`src/rtl/scan_addr_pkg.sv`:
```
// Shared types and defaults for the 2D strided address scan controller.
package scan_addr_pkg;

    localparam int SCAN_AW  = 32;
    localparam int SCAN_XSW = 16;

    typedef enum logic [1:0] {
        IDLE = 2'd0,
        RUN  = 2'd1,
        DONE = 2'd2
    } scan_state_e;

    typedef struct packed {
        logic [SCAN_AW-1:0]  offset;
        logic [SCAN_AW-1:0]  x_max;
        logic [SCAN_AW-1:0]  y_max;
        logic [SCAN_XSW-1:0] x_stride;
        logic [SCAN_AW-1:0]  y_stride;
    } scan_cfg_t;

endpackage

```
`src/rtl/scan_xy_counter.sv`:
```
// x/y position counters for the scan; reports row wrap, last position and the
// position that the next advance will move to.
module scan_xy_counter #(
    parameter int AW = 32
) (
    input  logic          clk,
    input  logic          rst_n,
    input  logic          clear,
    input  logic          advance,
    input  logic [AW-1:0] x_max,
    input  logic [AW-1:0] y_max,
    output logic          row_wrap,
    output logic          is_last,
    output logic [AW-1:0] next_x,
    output logic [AW-1:0] next_y
);

    logic [AW-1:0] x_q, x_d;
    logic [AW-1:0] y_q, y_d;

    assign row_wrap = (x_q == x_max);
    assign is_last  = row_wrap && (y_q == y_max);
    assign next_x   = row_wrap ? '0 : x_q + AW'(1);
    assign next_y   = row_wrap ? y_q + AW'(1) : y_q;

    // clear wins over advance so a fresh job always starts at the origin
    always_comb begin
        x_d = x_q;
        y_d = y_q;
        if (clear) begin
            x_d = '0;
            y_d = '0;
        end else if (advance) begin
            x_d = next_x;
            y_d = next_y;
        end
    end

    always_ff @(posedge clk or negedge rst_n) begin
        if (!rst_n) begin
            x_q <= '0;
            y_q <= '0;
        end else begin
            x_q <= x_d;
            y_q <= y_d;
        end
    end

endmodule

```
`src/rtl/scan_addr_ctrl.sv`:
```
// Sequences one 2D strided address scan per accepted descriptor, with
// valid/ready backpressure, last-beat marking, a done pulse and abort.
module scan_addr_ctrl
    import scan_addr_pkg::*;
#(
    parameter int AW  = SCAN_AW,
    parameter int XSW = SCAN_XSW
) (
    input  logic           clk,
    input  logic           rst_n,
    input  logic           cfg_valid,
    output logic           cfg_ready,
    input  logic [AW-1:0]  cfg_offset,
    input  logic [AW-1:0]  cfg_x_max,
    input  logic [AW-1:0]  cfg_y_max,
    input  logic [XSW-1:0] cfg_x_stride,
    input  logic [AW-1:0]  cfg_y_stride,
    input  logic           abort,
    output logic           addr_valid,
    input  logic           addr_ready,
    output logic [AW-1:0]  addr,
    output logic           addr_last,
    output logic           busy,
    output logic           done
);

    scan_state_e    state_q, state_d;
    logic [AW-1:0]  offset_q, offset_d;
    logic [AW-1:0]  x_max_q, x_max_d;
    logic [AW-1:0]  y_max_q, y_max_d;
    logic [XSW-1:0] x_stride_q, x_stride_d;
    logic [AW-1:0]  y_stride_q, y_stride_d;
    logic [AW-1:0]  acc_q, acc_d;
    logic [AW-1:0]  addr_q, addr_d;
    logic           vld_q, vld_d;
    logic           last_q, last_d;

    logic           accept;
    logic           xfer;
    logic           step;
    logic           row_wrap;
    logic           is_last;
    logic [AW-1:0]  next_x;
    logic [AW-1:0]  next_y;
    logic [AW-1:0]  acc_next;

    assign accept = (state_q == IDLE) && cfg_valid;
    assign xfer   = (state_q == RUN) && vld_q && addr_ready;
    // an aborted transfer is consumed but never advances the scan
    assign step   = xfer && !abort && !is_last;

    assign acc_next = row_wrap ? acc_q + y_stride_q : acc_q + AW'(x_stride_q);

    scan_xy_counter #(
        .AW(AW)
    ) u_xy (
        .clk      (clk),
        .rst_n    (rst_n),
        .clear    (accept),
        .advance  (step),
        .x_max    (x_max_q),
        .y_max    (y_max_q),
        .row_wrap (row_wrap),
        .is_last  (is_last),
        .next_x   (next_x),
        .next_y   (next_y)
    );

    always_comb begin
        state_d    = state_q;
        offset_d   = offset_q;
        x_max_d    = x_max_q;
        y_max_d    = y_max_q;
        x_stride_d = x_stride_q;
        y_stride_d = y_stride_q;
        acc_d      = acc_q;
        addr_d     = addr_q;
        vld_d      = vld_q;
        last_d     = last_q;

        case (state_q)
            IDLE: begin
                if (accept) begin
                    offset_d   = cfg_offset;
                    x_max_d    = cfg_x_max;
                    y_max_d    = cfg_y_max;
                    x_stride_d = cfg_x_stride;
                    y_stride_d = cfg_y_stride;
                    acc_d      = '0;
                    addr_d     = cfg_offset;
                    last_d     = (cfg_x_max == '0) && (cfg_y_max == '0);
                    vld_d      = 1'b1;
                    state_d    = RUN;
                end
            end
            RUN: begin
                if (abort) begin
                    vld_d   = 1'b0;
                    last_d  = 1'b0;
                    state_d = IDLE;
                end else if (xfer) begin
                    if (is_last) begin
                        vld_d   = 1'b0;
                        last_d  = 1'b0;
                        state_d = DONE;
                    end else begin
                        acc_d  = acc_next;
                        addr_d = offset_q + acc_next;
                        last_d = (next_x == x_max_q) && (next_y == y_max_q);
                    end
                end
            end
            DONE: begin
                state_d = IDLE;
            end
            default: begin
                state_d = IDLE;
                vld_d   = 1'b0;
                last_d  = 1'b0;
            end
        endcase
    end

    always_ff @(posedge clk or negedge rst_n) begin
        if (!rst_n) begin
            state_q    <= IDLE;
            offset_q   <= '0;
            x_max_q    <= '0;
            y_max_q    <= '0;
            x_stride_q <= '0;
            y_stride_q <= '0;
            acc_q      <= '0;
            addr_q     <= '0;
            vld_q      <= 1'b0;
            last_q     <= 1'b0;
        end else begin
            state_q    <= state_d;
            offset_q   <= offset_d;
            x_max_q    <= x_max_d;
            y_max_q    <= y_max_d;
            x_stride_q <= x_stride_d;
            y_stride_q <= y_stride_d;
            acc_q      <= acc_d;
            addr_q     <= addr_d;
            vld_q      <= vld_d;
            last_q     <= last_d;
        end
    end

    assign cfg_ready  = (state_q == IDLE);
    assign busy       = (state_q != IDLE);
    assign done       = (state_q == DONE);
    assign addr_valid = vld_q;
    assign addr       = addr_q;
    assign addr_last  = last_q;

endmodule

```
`config.mk`:
```
export PLATFORM = sky130hd
export DESIGN_NAME = scan_addr_ctrl
export DESIGN_NICKNAME = d
export VERILOG_FILES = /design/src/rtl/scan_addr_pkg.sv /design/src/rtl/scan_xy_counter.sv /design/src/rtl/scan_addr_ctrl.sv
export SDC_FILE = /design/constraint.sdc
export NUM_CORES = 1
export LEC_CHECK = 0
export BUFFER_PORTS_ARGS = -buffer_cell sky130_fd_sc_hd__buf_2
export CORE_ASPECT_RATIO = 1.4
export CORE_MARGIN = 1
export CORE_UTILIZATION = 50
export CTS_CLUSTER_SIZE = 25
export DETAILED_ROUTE_END_ITERATION = 10
export GPL_ROUTABILITY_DRIVEN = 1
export HOLD_SLACK_MARGIN = 0.05
export PLACE_DENSITY = 0.71
export SETUP_SLACK_MARGIN = 0.1
export SKIP_LAST_GASP = 1
export SYNTH_ARGS = -nofsm -noshare
export SYNTH_HDL_FRONTEND = slang
export SYNTH_SLANG_ARGS = --single-unit
```
`constraint.sdc`:
```
create_clock -name clk -period 6.9 [get_ports clk]
set_input_delay 0.69 -clock clk [delete_from_list [all_inputs] [get_ports clk]]
set_output_delay 0.69 -clock clk [all_outputs]
set_load 0.02 [all_outputs]
```
==> results.toml, run 1 <==
[pwr]
max-vdd-ir-drop_mv = 0.5202
power_frac_seq_pct = 31.9
switching_share_pct = 45.11
p_per_area_nw_per_um2 = 412.0
p_int_uw = 4618
p_sw_uw = 3795
power_frac_clock_pct = 20.1
leakage_uw = 0.01003
p_comb_share_pct = 48.0

[synthesis]
synth_nets = 2463
syn-cell-area_sq_um = 18110
ys.flop_type = "dfrtp_1"
yosysSeqAreaShare_pct = 38.14
avgSynthCellArea_sq_um = 8.084
synth_edf_count = 0
syn_inst = 2240
ys_types = 77
async_reset_ff_share_pct = 100.0
ys_seq_elements = 276
ys_warn_count = 0

[sta]
slew_headroom_pct = 29.30
finalCriticalPeriod_ns = 6.325
period_share_pct = 91.66
finClkSkew_ns = 0.01681
fmax_mhz = 158.1
hold_viol_final = 0
worst_pin_slew_ns = 1.061
setup_tns_ns = 0
grt_setup_unrepaired = "false"
setup_ws_ns = 0.5754
maxSlewViolCount = 0
setup_viol = 0

[setup_path]
crit_path_end_kind = "register"
cp-start-kind = "register"
reg2reg_depth = 25
critical_path_class = "register to register"
r2r_slack_ns = 0.58
worstPathRequired_ns = 7.36
cp.arrival_ns = 6.78
worstPathMaxFanout = 17

[grt]
antenna_found_initial = 0
grt_pass1_vias = 16650
grt_max_degree = 159
grt_pass1_wl_um = 92020
grt_usage_pct = 32.47
grt-ovfl-total = 0

[finish]
fin_nets = 2585
antennaDiodeCount = 0
n_fill_cell = 3351
multiInputGateArea_sq_um = 10600
final_common_cell = "nand2_1"
regArea_sq_um = 6907
areaGrowthSynthToFinish_pct = 12.75
layout_common_cells = "633 x nand2_1, 276 x dfrtp_1, 184 x buf_2"
drive_gt1_share_pct = 12.38
stdcell_count = 2845

[clock_network]
worst_skew_pair.late_latency_ns = 0.59
cts.clk_slew.worst_paths_ns = 0.07
htreeDepth = 1
cts_buffers = 30
cts-root-buf = "clkbuf_16"
cts_tree = "done"
cts-resized-gates = 0
clockBufferDepth = 3
cts_num_sinks = 276

[floorplan]
die_area_sq_um = 36990
start_util_pct = 50.72
core_area_sq_um = 35700
std_cell_rows = 82
fp.dieH_um = 227.2
io_pins = 186
dieWidth_um = 162.8

[routing]
wire_per_inst_um = 21.23
num_vias = 17070
drt_first_pass_iters = 5
viasPerCell = 6.000
first_iter_violations = 1229
drt_wl_total_um = 60390
route.detailed.drc = 0
antenna_left = 0

[placement]
dpl.cell_count = 2787
port_buffers = 185
place.gp.congestion = 0.9869
preCtsSetupSlack_ns = 0.3405
dpl.hpwl_um = 44580

[job]
drv_cap = 0

[status]
status = "finished clean"

[hold_path]
hold_class = "primary input to async pin"
-- critical path, stage by stage (launching register included) --
cell	delay, ns
dfrtp_1	0.60
xor2_1	0.19
nor4_1	0.39
and4_1	0.27
nand2_1	0.08
buf_4	0.23
nand2_1	0.10
nand2_1	0.05
ha_1	0.35
and3_1	0.22
a21oi_1	0.25
a21oi_1	0.11
nand2b_1	0.18
a21o_1	0.19
a21oi_1	0.18
xnor2_1	0.20
ha_1	0.36
a21oi_1	0.20
a21boi_0	0.14
a2111o_1	0.42
o211ai_1	0.29
a211o_1	0.28
a21oi_1	0.17
o2111ai_1	0.26
nor4b_1	0.34
nor3_1	0.09
-- routing by layer --
layer	up-vias	global-route usage, %	wire length, um	share of wire (%)
met5	-	0	0	0
met4	0	21.44	4236	7.0
met3	179	3.370	3071	5.1
met2	603	57.56	30080	50
met1	8249	36.92	23000	38
li1	8039	-	-	-
-- path summary, 6_finish.rpt --
check,startpoint,to
min reg2reg,y_stride_q[18]$_DFFE_PN0P_,y_stride_q[18]$_DFFE_PN0P_
max,u_xy.x_q[23]$_DFFE_PN0P_,addr[29]$_DFFE_PN0P_
max reg2reg,u_xy.x_q[23]$_DFFE_PN0P_,addr[29]$_DFFE_PN0P_
min,rst_n,u_xy.x_q[9]$_DFFE_PN0P_
min in group clk,cfg_y_stride[1],y_stride_q[1]$_DFFE_PN0P_
max in group asynchronous,rst_n,acc_q[14]$_DFFE_PN0P_
-- Yosys cell counts (all sizes together), types with 7 or more instances --
library cell / count / area (sq um)
nand2: 634 / 2380
dfrtp: 276 / 6907
nor2: 136 / 510.5
xnor2: 96 / 840.8
xor2: 91 / 797.0
clkbuf: 90 / 337.8
o21ai: 88 / 440.4
a21oi: 84 / 420.4
nand3: 80 / 405.4
ha: 72 / 900.9
nor4: 58 / 400.4
and3: 53 / 331.6
a21o: 44 / 330.3
nand4: 43 / 290.3
nor3: 42 / 215.2
buf: 36 / 176.4
inv: 34 / 127.6
a31oi: 21 / 131.4
a211oi: 19 / 142.6
nand2b: 19 / 118.9
o31ai: 19 / 142.6
or3: 16 / 105.1
o211ai: 11 / 82.58
o21a: 11 / 82.58
or4: 11 / 82.58
and4: 10 / 87.58
a211o: 8 / 70.07
a2111oi: 7 / 67.56
nor2b: 7 / 43.79
o2111ai: 7 / 61.31
-- kinds of logic (layout without fill, tap and decap cells) --
logic type,after synthesis,count (layout),synth area share (%)
AO/OA/AOI/OAI,387,387,14.13
XOR/XNOR,191,191,9.556
adder cells (fa/ha/maj),74,74,5.196
buffers and inverters,160,303,3.545
flip-flops,276,276,38.14
multiplexers,8,8,0.4629
AND/OR/NAND/NOR,1144,1144,28.97
-- state kept, by name (all words and copies together), names as in the netlist --
register,count
acc_q,32
addr,32
addr_last,1
addr_valid,1
offset_q,32
state_q,2
u_xy.x_q,32
u_xy.y_q,32
x_max_q,32
x_stride_q,16
y_max_q,32
y_stride_q,32
-- per-stage QoR --
step	utilization, %	hold slack, ns	power [uW]	area [sq um]
4_1_cts	57.05	0.2235	8401	20370
5_1_grt	57.19	0.2494	8941	20420
3_3_place_gp	54.22	0.4533	6602	19360
2_1_floorplan	-	0.3944	5386	18110
6_report	57.19	0.1239	8413	20420
3_5_place_dp	54.22	0.4538	6679	19360
-- power by group through the flow --
stage | Combinational (uW) | Sequential (uW) | Clock [uW]
finish | 4040 | 2690 | 1690
global route | 4430 | 2740 | 1770
CTS | 4010 | 2680 | 1710
detailed placement | 3980 | 2700 | 0
global placement | 3920 | 2680 | 0
floorplan | 2770 | 2620 | 0
-- timing repair --
action                     4_1_cts  5_1_grt
hold buffers                     0        0
setup endpoints to repair        0       11
setup buffers                    0        5
-- cell type report --
type / instances / share of cell area, %
Timing Repair Buffer: 216 / 5.846
Inverter: 34 / 0.6250
Clock inverter: 13 / 0.7905
Multi-Input combinational cell: 1804 / 51.92
Clock buffer: 40 / 4.161
Sequential cell: 276 / 33.83
Tap cell: 462 / 2.831
No activity file was read; power rests on OpenSTA's default activity.
==> run 2, diff against run 1 <==
- CORE_UTILIZATION: 50 -> 45
- PLACE_DENSITY: 0.71 -> 0.66
- clock period: 6.9 -> 8.1 ns (I/O delays scaled with it)
==> results.toml, run 2 (same netlist as run 1, synthesis figures left out) <==
[status]
status = "finished clean"

[finish]
areaGrowthSynthToFinish_pct = 13.35
layout_common_cells = "633 x nand2_1, 276 x dfrtp_1, 184 x buf_2"
n_fill_cell = 3923
regArea_sq_um = 6907
stdcell_count = 2908
fin_nets = 2579
final_area_sq_um = 20530
drive_gt1_share_pct = 12.31
final_common_cell = "nand2_1"
multiInputGateArea_sq_um = 10600
antennaDiodeCount = 0

[grt]
grt_usage_pct = 30.36
antenna_found_initial = 1
grt_max_degree = 96
grt_pass1_wl_um = 94390
grt_pass1_vias = 16720
grt-ovfl-total = 0

[sta]
maxSlewViolCount = 0
finalCriticalPeriod_ns = 6.594
setup_tns_ns = 0
period_share_pct = 81.40
hold_viol_final = 0
fmax_mhz = 151.7
worst_pin_slew_ns = 1.149
grt_setup_unrepaired = "false"
finClkSkew_ns = 0.01241
setup_viol = 0
slew_headroom_pct = 23.12

[setup_path]
r2r_slack_ns = 1.51
worstPathRequired_ns = 8.60
worstPathMaxFanout = 17
critPathLaunch = "u_xy.x_q[23]$_DFFE_PN0P_"
cp.arrival_ns = 7.09
cp-start-kind = "register"
critical_path_class = "register to register"
crit_path_end_kind = "register"
timing.rr.start = "u_xy.x_q[23]$_DFFE_PN0P_"

[clock_network]
cts_tree = "done"
clockBufferDepth = 3
cts_num_sinks = 276
cts_hold_buf = 0
cts-resized-gates = 0
post_cts_buffers = 0
cts-root-buf = "clkbuf_16"
cts.clk_slew.worst_paths_ns = 0.07
cts_buffers = 31
htreeDepth = 1
worst_skew_pair.late_latency_ns = 0.59

[floorplan]
dieWidth_um = 171.5
std_cell_rows = 86
core_area_sq_um = 39490
start_util_pct = 45.86
die_area_sq_um = 41060
io_pins = 186
fp.dieH_um = 239.4

[job]
drv_cap = 0

[routing]
drt_wl_total_um = 61880
antenna_left = 0
viasPerCell = 5.788
first_iter_violations = 1265
num_vias = 16830
route.detailed.drc = 0
wire_per_inst_um = 21.28
drt_first_pass_iters = 6

[placement]
dpl.cell_count = 2851
dpl_cell_area_sq_um = 19410
place.gp.congestion = 0.9421
port_buffers = 185
dpl.hpwl_um = 45920

[pwr]
p_per_area_nw_per_um2 = 353.3
max-vdd-ir-drop_mv = 0.3042
leakage_uw = 0.01003

[hold_path]
hold_class = "primary input to async pin"
[run 2: cell count changes in the layout (fill, tap and decap cells not counted)]
| cell | change |
|---|---|
| clkinvlp_4 | +3 |
| buf_12 | -2 |
| clkbuf_8 | +4 |
| bufinv_16 | +2 |
| clkbuf_1 | -1 |
| buf_4 | -5 |
| clkinv_4 | -2 |
| inv_6 | -1 |
| clkinv_2 | -1 |
[run 2: final cells by class]
type                       instances  share of cell area [%]
tap                              528                   3.219
timing repair buffer             209                   5.437
inverter                          34                  0.6218
clock inverter                    14                   1.036
clock buffer                      43                   4.389
multi-input combinational       1804                   51.65
sequential                       276                   33.65
[run 2: final timing paths]
kind | depth (start not counted) | to
max | 25 | addr[31]$_DFFE_PN0P_
min | 1 | x_max_q[21]$_DFFE_PN0P_
min in group clk | 3 | y_stride_q[13]$_DFFE_PN0P_
min reg2reg | 2 | y_stride_q[22]$_DFFE_PN0P_
max reg2reg | 25 | addr[31]$_DFFE_PN0P_
max in group asynchronous | 2 | offset_q[12]$_DFFE_PN0P_
[run 2: metal layers]
layer	GRT usage, %	vias to the layer above	wire (um)
li1	-	8034	-
met1	34.43	8110	23800
met2	54.90	537	31560
met3	3.040	151	2699
met4	17.23	0	3817
met5	0	-	0
[run 2: report_power, final]
| part | switching [uW] | internal (uW) | leakage [uW] |
|---|---|---|---|
| clock network | 615 | 933 | 0.000536 |
| logic | 2160 | 1250 | 0.00594 |
| registers | 442 | 1850 | 0.00355 |
[run 2: worst max-delay path: stages (launching register included)]
cell,delay (ns)
dfrtp_1,0.60
xor2_1,0.21
nor4_1,0.37
and4_1,0.28
nand2_1,0.49
nand2_1,0.22
nand2_1,0.08
ha_1,0.22
fa_1,0.44
nand3_1,0.12
a21oi_1,0.10
o211ai_1,0.27
nand3_1,0.11
a21oi_1,0.30
o21ai_0,0.18
a31oi_1,0.22
xnor2_1,0.21
ha_1,0.39
a21o_1,0.20
a21o_1,0.17
a21o_1,0.18
a211oi_1,0.36
nand2_1,0.16
o2111ai_1,0.29
a21oi_1,0.11
o31ai_1,0.22
[run 2: per-stage QoR]
stage                     utilization, %  power [uW]  hold WS, ns  setup slack (ns)
final                              51.98        7253       0.1248             1.507
after global routing               51.98        7718       0.1729             1.064
after CTS                          51.98        7291       0.1698             1.593
after detailed placement           49.16        5706       0.4595             1.611
after global placement             49.16        5668       0.4557             1.704
after floorplan                        -        4588       0.4374             2.103
